## src/rtl/keypad_scanner.sv

```systemverilog
// 4x4 active-low key matrix scanner with sweep-level debounce.
// Produces a one-hot key code, a press strobe and a chord/ghost flag.
module keypad_scanner #(
  parameter int SCAN_DIV       = 50000,
  parameter int DEBOUNCE_SCANS = 5
) (
  input  logic        clk,
  input  logic        rst_n,
  input  logic [3:0]  row_n,
  output logic [3:0]  col_n,
  output logic [15:0] onehot,
  output logic        key_pulse,
  output logic        multi_key
);

  localparam int DIV_W = (SCAN_DIV > 1) ? $clog2(SCAN_DIV) : 1;
  localparam int CNT_W = (DEBOUNCE_SCANS > 0) ? $clog2(DEBOUNCE_SCANS + 1) : 1;
  localparam logic [DIV_W-1:0] DIV_LAST = DIV_W'(SCAN_DIV - 1);
  localparam logic [CNT_W-1:0] CNT_MAX  = CNT_W'(DEBOUNCE_SCANS);

  function automatic logic [4:0] popcount16(input logic [15:0] v);
    logic [4:0] acc;
    acc = 5'd0;
    for (int i = 0; i < 16; i++) begin
      acc = acc + {4'd0, v[i]};
    end
    return acc;
  endfunction

  logic [3:0]       row_meta_q, row_sync_q;
  logic [3:0]       row_s;
  logic [DIV_W-1:0] div_cnt_q, div_cnt_d;
  logic [1:0]       col_idx_q, col_idx_d;
  logic [3:0]       col_n_q, col_n_d;
  logic [11:0]      snap_q, snap_d;
  logic [15:0]      stable_copy_q, stable_copy_d;
  logic [CNT_W-1:0] stable_cnt_q, stable_cnt_d;
  logic [CNT_W-1:0] new_cnt_s;
  logic [15:0]      onehot_q, onehot_d;
  logic             key_pulse_q, key_pulse_d;
  logic             multi_key_q, multi_key_d;
  logic             slot_end_s, sweep_end_s;
  logic [15:0]      full_s;
  logic [4:0]       pop_s;

  assign row_s       = ~row_sync_q;
  assign slot_end_s  = (div_cnt_q == DIV_LAST);
  assign sweep_end_s = slot_end_s && (col_idx_q == 2'd3);
  assign full_s      = {row_s, snap_q};
  assign pop_s       = popcount16(full_s);

  // Two-flop synchronizer; idle rows read as released.
  always_ff @(posedge clk or negedge rst_n) begin
    if (!rst_n) begin
      row_meta_q <= 4'hF;
      row_sync_q <= 4'hF;
    end else begin
      row_meta_q <= row_n;
      row_sync_q <= row_meta_q;
    end
  end

  // Column scan: slot divider, column rotation and per-column row snapshot.
  always_comb begin
    div_cnt_d = div_cnt_q + DIV_W'(1);
    col_idx_d = col_idx_q;
    col_n_d   = col_n_q;
    snap_d    = snap_q;
    if (slot_end_s) begin
      div_cnt_d = '0;
      col_idx_d = col_idx_q + 2'd1;
      col_n_d   = ~(4'b0001 << col_idx_d);
      if (col_idx_q != 2'd3) begin
        snap_d[{col_idx_q, 2'b00} +: 4] = row_s;
      end else begin
        snap_d = snap_q;
      end
    end else begin
      col_idx_d = col_idx_q;
    end
  end

  // Sweep-level debounce and output decision at each sweep completion.
  always_comb begin
    stable_copy_d = stable_copy_q;
    stable_cnt_d  = stable_cnt_q;
    onehot_d      = onehot_q;
    multi_key_d   = multi_key_q;
    key_pulse_d   = 1'b0;
    if (full_s == stable_copy_q) begin
      new_cnt_s = (stable_cnt_q >= CNT_MAX) ? CNT_MAX : (stable_cnt_q + CNT_W'(1));
    end else begin
      new_cnt_s = CNT_W'(1);
    end
    if (sweep_end_s) begin
      stable_copy_d = full_s;
      stable_cnt_d  = new_cnt_s;
      if (new_cnt_s == CNT_MAX) begin
        case (pop_s)
          5'd0: begin
            onehot_d    = 16'h0000;
            multi_key_d = 1'b0;
          end
          5'd1: begin
            onehot_d    = full_s;
            multi_key_d = 1'b0;
            key_pulse_d = (full_s != onehot_q);
          end
          default: begin
            // Chords and ghost patterns cannot be resolved to one key.
            onehot_d    = 16'h0000;
            multi_key_d = 1'b1;
          end
        endcase
      end else begin
        onehot_d = onehot_q;
      end
    end else begin
      stable_cnt_d = stable_cnt_q;
    end
  end

  // State and registered outputs.
  always_ff @(posedge clk or negedge rst_n) begin
    if (!rst_n) begin
      div_cnt_q     <= '0;
      col_idx_q     <= 2'd0;
      col_n_q       <= 4'b1110;
      snap_q        <= 12'h000;
      stable_copy_q <= 16'h0000;
      stable_cnt_q  <= '0;
      onehot_q      <= 16'h0000;
      key_pulse_q   <= 1'b0;
      multi_key_q   <= 1'b0;
    end else begin
      div_cnt_q     <= div_cnt_d;
      col_idx_q     <= col_idx_d;
      col_n_q       <= col_n_d;
      snap_q        <= snap_d;
      stable_copy_q <= stable_copy_d;
      stable_cnt_q  <= stable_cnt_d;
      onehot_q      <= onehot_d;
      key_pulse_q   <= key_pulse_d;
      multi_key_q   <= multi_key_d;
    end
  end

  assign col_n     = col_n_q;
  assign onehot    = onehot_q;
  assign key_pulse = key_pulse_q;
  assign multi_key = multi_key_q;

endmodule

```

## config.mk

```make
export PLATFORM = sky130hd
export DESIGN_NAME = keypad_scanner
export DESIGN_NICKNAME = d
export VERILOG_FILES = /design/src/rtl/keypad_scanner.sv
export SDC_FILE = /design/constraint.sdc
export NUM_CORES = 1
export LEC_CHECK = 0
export CAP_MARGIN = 5
export CORE_ASPECT_RATIO = 0.6
export CORE_MARGIN = 5
export CORE_UTILIZATION = 44
export DETAILED_ROUTE_END_ITERATION = 12
export PLACE_DENSITY = 0.62
export SETUP_SLACK_MARGIN = 0.3
export SYNTH_ARGS = -nofsm -noshare
export SYNTH_HDL_FRONTEND = slang
export SYNTH_SLANG_ARGS = --single-unit
```

## constraint.sdc

```tcl
create_clock -name clk -period 13.9 [get_ports clk]
set_input_delay 1.39 -clock clk [delete_from_list [all_inputs] [get_ports clk]]
set_output_delay 1.39 -clock clk [all_outputs]
set_load 0.02 [all_outputs]
```

==> results.json, run 1 <==
{
  "status": "complete, no violations",
  "synth.distinct_cells": 40,
  "synth-adder-area-share_pct": 9.149,
  "start_kind": "flip-flop",
  "hold_viol": 0,
  "fp.dieW_um": 134.7,
  "routabilityCongestion": 0.8019,
  "grt.total_usage_pct": 16.07,
  "cts_root_buf": "clkbuf_16",
  "p_switching_w": 0.0001021,
  "drtIter0Drc": 186,
  "cts_setup_buffers": 0,
  "place_area_um2": 4472,
  "die_h_um": 84.80,
  "drt_wl_total_um": 8447,
  "finalSetupViolations": 0,
  "crit_top_cell": "fa_1",
  "grt_pass1_wl_um": 14200,
  "ios": 28,
  "synth.cell_area_um2": 4103,
  "fin_util_pct": 52.67,
  "end_kind": "flip-flop",
  "first_global_vias": 2698,
  "fin_crit_sh_pct": 33.04,
  "synth_top_area_share_pct": 41.48,
  "final_common_cell": "dfrtp_1",
  "rr_worst_depth": 15,
  "nets": 449,
  "via_per_inst": 5.065,
  "fmax_ghz": 0.2177,
  "antenna_found_initial": 0,
  "synthMuxAreaShare_pct": 4.788,
  "start_util_pct": 44.98,
  "rsz0062_at_grt": "no",
  "fin_crit_ns": 4.593,
  "drt-pass1-iter-count": 4,
  "tritoncts": "done",
  "combPwrFrac_pct": 3.7,
  "swShare_pct": 20.10,
  "h-tree-depth": 3,
  "route.detailed.drc": 0,
  "core_um2": 9121,
  "syn_inst": 390,
  "synth_simple_gate_area_share_pct": 17.17,
  "path_clk_slew_ns": 0.06,
  "vdd_drop_max_mv": 0.07992,
  "relSlewSlack_pct": 34.12,
  "wl_per_cell_um": 15.64,
  "cp_cell_sequence": "inv_1, fa_1, fa_1, fa_1, inv_1, fa_1, inv_1, ha_1, fa_1, and2_1, a21oi_1, nor4_2, buf_4, and2_1, mux2_2",
  "cp.required_ns": 14.12,
  "internal_power_w": 0.0004057,
  "avgSynthCellArea_um2": 10.52,
  "n_antenna_cell": 0,
  "hpwl_um": 6221,
  "fin_area_um2": 4805,
  "io_buffers": 27,
  "syn2layout_area_growth_pct": 17.11,
  "ys_top_cells_by_area": "dfrtp_1, dfstp_2, nand2_1",
  "detail-route-antenna-nets": 0,
  "hold_path_class": "flip-flop to flip-flop",
  "synth_xor_area_share_pct": 9.393,
  "grt_max_degree": 80,
  "critPathKind": "flip-flop to flip-flop",
  "rows": 27,
  "vias": 2735,
  "power_frac_clock_pct": 50.2,
  "synthesis.nets": 420,
  "yosysTopAreaCell": "dfrtp_1",
  "synth_top_family_by_area": "simple AND/OR/NAND/NOR gates",
  "yosys_warnings": 0,
  "setup_tns_ns": 0,
  "ys_seq_elements": 79,
  "p_seq_share_pct": 46.1,
  "fin_skew_ns": 0.006961,
  "insertion_delay_ns": 0.33,
  "clock-sinks": 79,
  "drv_slew": 0,
  "ys_seq_area_share_pct": 48.52,
  "power.density_nw_per_um2": 105.7,
  "cp_num_buf_inv": 4,
  "synth_compound_area_share_pct": 5.733,
  "cp_top_family": "adder cells",
  "whs_path_depth": 0,
  "ctsResizeCount": 0,
  "postCtsHoldBufs": 0,
  "cts_made_buffers": 9,
  "clk_path_buf_depth": 2,
  "worst_slew_pin_slew_ns": 0.9883,
  "cap_violations": 0,
  "crit_path_max_incr_delay_ns": 0.62,
  "drive_gt1_share_pct": 10.38,
  "mostFrequentLayoutCells": "dfrtp_1, nand2_1, inv_1",
  "overflow": 0,
  "worstPathArrival_ns": 4.81,
  "worstPathMaxFanout": 13,
  "crit_cells": 15,
  "die_area_um2": 11420,
  "crit_slowest_cell": "dfstp_2",
  "p_leak_nw": 2.263
}
==> layer usage <==
metal,share of wire [%],global-route usage [%],up-vias
met5,0,0,-
met4,0.95,4.713,0
met3,5.6,4.431,9
met1,54,25.48,1324
li1,-,-,1346
met2,39,20.91,56
==> path summary, 6_finish.rpt <==
path	start	to	slack, ns
setup / recovery	row_sync_q[0]	onehot[12]	9.31
hold reg to reg	row_meta_q[1]	row_sync_q[1]	0.35
min in group asynchronous	rst_n	div_cnt_q[0]	1.21
hold / removal	row_meta_q[1]	row_sync_q[1]	0.35
setup reg to reg	row_sync_q[0]	onehot[12]	9.31
max in group asynchronous	rst_n	snap_q[6]	12.04
==> synthesized netlist by cell type <==
cell,n
o21ai_1,4
o31ai_1,13
nor3_1,1
and2_2,1
nand2b_1,1
nand2_2,1
nand3_4,1
nor4_2,1
dfrtp_1,68
and2_1,6
nand4_1,10
ha_1,14
nand3b_2,3
nor4_4,2
or4_4,1
clkbuf_1,3
or4bb_1,1
nand2_1,65
or4b_1,1
dfstp_2,11
o21a_1,1
a21oi_1,6
or4_1,2
buf_2,7
buf_6,1
o21ai_0,16
nand4b_1,2
mux2_2,5
nand3_1,7
nor2b_1,2
or3_1,2
xnor2_1,22
xor2_1,22
fa_1,10
nor4_1,6
mux2i_1,14
nand3b_1,2
inv_1,42
and3_1,1
nor2_1,12
==> power by group through the flow <==
stage	logic, W	registers [W]	clock network (W)
detailed placement	0.0000183	0.000238	0
finish	0.0000187	0.000234	0.000255
global placement	0.0000178	0.000238	0
floorplan	0.0000112	0.000236	0
CTS	0.0000184	0.000234	0.000263
global route	0.0000220	0.000234	0.000272
==> metrics by stage <==
step	total power, W	setup slack, ns	std cells	hold slack [ns]
3_5_place_dp	0.0002565	8.857	523	0.3470
2_1_floorplan	0.0002477	9.274	390	0.3452
4_1_cts	0.0005154	8.845	539	0.3553
3_3_place_gp	0.0002560	8.977	523	0.3453
5_1_grt	0.0005280	9.071	540	0.3567
6_report	0.0005078	9.307	540	0.3545
==> area by class of cell <==
type                       count  area (µm²)
clock inverter                 3       65.06
sequential                    79        1991
fill                         821        4317
tap                          116       145.1
inverter                      42       157.7
timing repair buffer          29       282.8
clock buffer                  13       260.3
multi-input combinational    258        1903
==> registers in the layout, summed over array words and instances, names as in the netlist <==
signal / flops
multi_key: 1
key_pulse: 1
snap_q: 12
row_sync_q: 4
stable_copy_q: 16
onehot: 16
col_idx_q: 2
stable_cnt_q: 3
col_n: 4
div_cnt_q: 16
row_meta_q: 4
==> cells by family (layout without fill, tap and decap cells) <==
logic type                 Yosys count  after routing
and+or+nand+nor                    131            131
DFF                                 79             79
buffers and inverters               53             87
AOI/OAI and AO/OA                   40             40
adders and majority gates           24             24
muxes                               19             19
xor gates and xnor gates            44             44
Note: power is estimated with default switching activity, not from simulation.
==> inputs of run 2 (changes only) <==
==> constraint.sdc (replaced) <==
create_clock -name clk -period 4.6 [get_ports clk]
set_input_delay 0.46 -clock clk [delete_from_list [all_inputs] [get_ports clk]]
set_output_delay 0.46 -clock clk [all_outputs]
set_load 0.02 [all_outputs]
==> run 2 against run 1 <==
Net effect: register-to-register slack worse by 9.0 ns; critical endpoint is now onehot[14]; clock power rose to 2.9 times the previous value; die area is the same; sequential share of layout area down 1.3 points; final area grew 3.5%; utilization rose by 1.9 points; via count is 2.8% higher; final cell count up 2.6%; total power grew to 3.0 times the previous value; worst hold slack worse by 0.090 ns; global-route usage grew 0.91 points.
==> results.json, run 2 (synthesized netlist as in run 1, its figures left out) <==
{
  "worstPathMaxFanout": 7,
  "critPathKind": "flip-flop to flip-flop",
  "h-tree-depth": 3,
  "cp.required_ns": 4.82,
  "syn2layout_area_growth_pct": 21.23,
  "die_area_um2": 11420,
  "drt-pass1-iter-count": 4,
  "power.density_nw_per_um2": 310.4,
  "path_clk_slew_ns": 0.06,
  "fillCellCount": 794,
  "grt.total_usage_pct": 16.98,
  "drt_wl_total_um": 8940,
  "detail-route-antenna-nets": 0,
  "io_buffers": 27,
  "tritoncts": "done",
  "relSlewSlack_pct": 32.59,
  "fin_skew_ns": 0.01120,
  "via_per_inst": 5.074,
  "r2r_setup_slack_ns": 0.33,
  "fmax_ghz": 0.2340,
  "cts_root_buf": "clkbuf_16",
  "wl_per_cell_um": 16.14,
  "antenna_found_initial": 0,
  "final_common_cell": "nand2_1",
  "setup_tns_ns": 0,
  "first_global_vias": 2830,
  "hpwl_um": 6596,
  "drv_slew": 0,
  "mostFrequentLayoutCells": "nand2_1, dfrtp_1, inv_1",
  "finalSetupViolations": 0,
  "grt_max_degree": 80,
  "start_util_pct": 44.98,
  "place_ws_ns": 0.2610,
  "nets": 463,
  "grt_pass1_wl_um": 15010,
  "p_leak_nw": 2.339,
  "worst_slack_ns": 0.3262,
  "worst_slew_pin_slew_ns": 1.011,
  "drtIter0Drc": 116,
  "rr_worst_depth": 15,
  "cts_made_buffers": 9,
  "hold_path_class": "primary input to async pin",
  "status": "complete, no violations",
  "die_h_um": 84.80,
  "fin_crit_sh_pct": 92.91,
  "start_kind": "flip-flop",
  "ios": 28,
  "hold_viol": 0,
  "n_antenna_cell": 0,
  "worstPathArrival_ns": 4.49,
  "reg2reg_to": "onehot[14]",
  "end_kind": "flip-flop",
  "core_um2": 9121,
  "routabilityCongestion": 0.8216,
  "insertion_delay_ns": 0.33,
  "drive_gt1_share_pct": 16.67,
  "fp.dieW_um": 134.7,
  "vias": 2811,
  "clk_path_buf_depth": 2,
  "worstReg2RegStart": "row_sync_q[0]",
  "route.detailed.drc": 0,
  "rsz0062_at_grt": "yes",
  "fin_crit_ns": 4.274,
  "overflow": 0,
  "vdd_drop_max_mv": 0.2200,
  "cap_violations": 0,
  "rows": 27,
  "clock-sinks": 79
}
## run 2: cell types whose count changed in the layout (fill, tap and decap cells not counted), sizes merged
cell    before  now
clkbuf      13   12
buf          3   17
clkinv       1    2
## run 2: layer usage
layer,routed length (µm),GRT usage [%]
met5,0,0
met4,99,4.436
met3,565,5.389
met2,3548,22.68
met1,4727,26.20
## run 2: worst max path at each step
stage,start,to,slack (ns),depth (start not counted)
2_1_floorplan,row_sync_q[0],onehot[10],0.30,16
3_5_place_dp,row_sync_q[1],onehot[8],0.26,14
3_3_place_gp,snap_q[7],onehot[0],0.33,16
4_1_cts,row_sync_q[1],onehot[12],0.31,15
5_1_grt,row_sync_q[1],onehot[8],0.19,16
6_report,row_sync_q[0],onehot[14],0.33,15
## run 2: where the power goes
group	switching, W	internal (W)	leakage (nW)
clock network	0.000262	0.000488	0.157
logic	0.0000510	0.0000369	1.14
registers	0.00000341	0.000702	1.04
total	0.000317	0.00123	2.34
## run 2: timing repair
| item | in CTS | in global routing |
|---|---|---|
| buffers inserted | 1 | 5 |
| hold buffers | 0 | 0 |
| gates resized for setup | 10 | 12 |
| gates cloned | 1 | 0 |
| hold endpoints to repair | 0 | 0 |
| pin swaps | 4 | 8 |
| setup endpoints to repair | 12 | 18 |
## run 2: cell type report
class	count	area [µm²]	share of cell area, %
clock buffers	12	246.5	4.956
clock inverters	4	70.07	1.409
multi-input cells	258	1957	39.35
repair buffers	43	399.1	8.025
well taps	116	145.1	2.918
inverters	42	160.2	3.220
flip-flops and latches	79	1996	40.13
## run 2: critical path: stages (launching register included)
cell,delay [ns]
dfstp_2,0.53
inv_2,0.04
fa_1,0.56
fa_1,0.44
fa_1,0.50
inv_1,0.06
fa_1,0.52
inv_2,0.05
ha_4,0.16
fa_2,0.36
and2_4,0.15
a21oi_4,0.17
nor4_4,0.07
buf_6,0.14
and2_1,0.16
mux2_2,0.25
## run 2: per-stage QoR
stage          hold WS (ns)  utilization [%]  total power, W  instance area (µm²)  instances
3_5_place_dp         0.3468            49.82       0.0007852                 4544        531
4_1_cts              0.3408            53.69        0.001553                 4897        549
5_1_grt              0.3634            54.53        0.001600                 4974        554
2_1_floorplan        0.1644                -       0.0007515                 4123        390
3_3_place_gp         0.3454            49.82       0.0007824                 4544        531
6_report             0.2648            54.53        0.001544                 4974        554
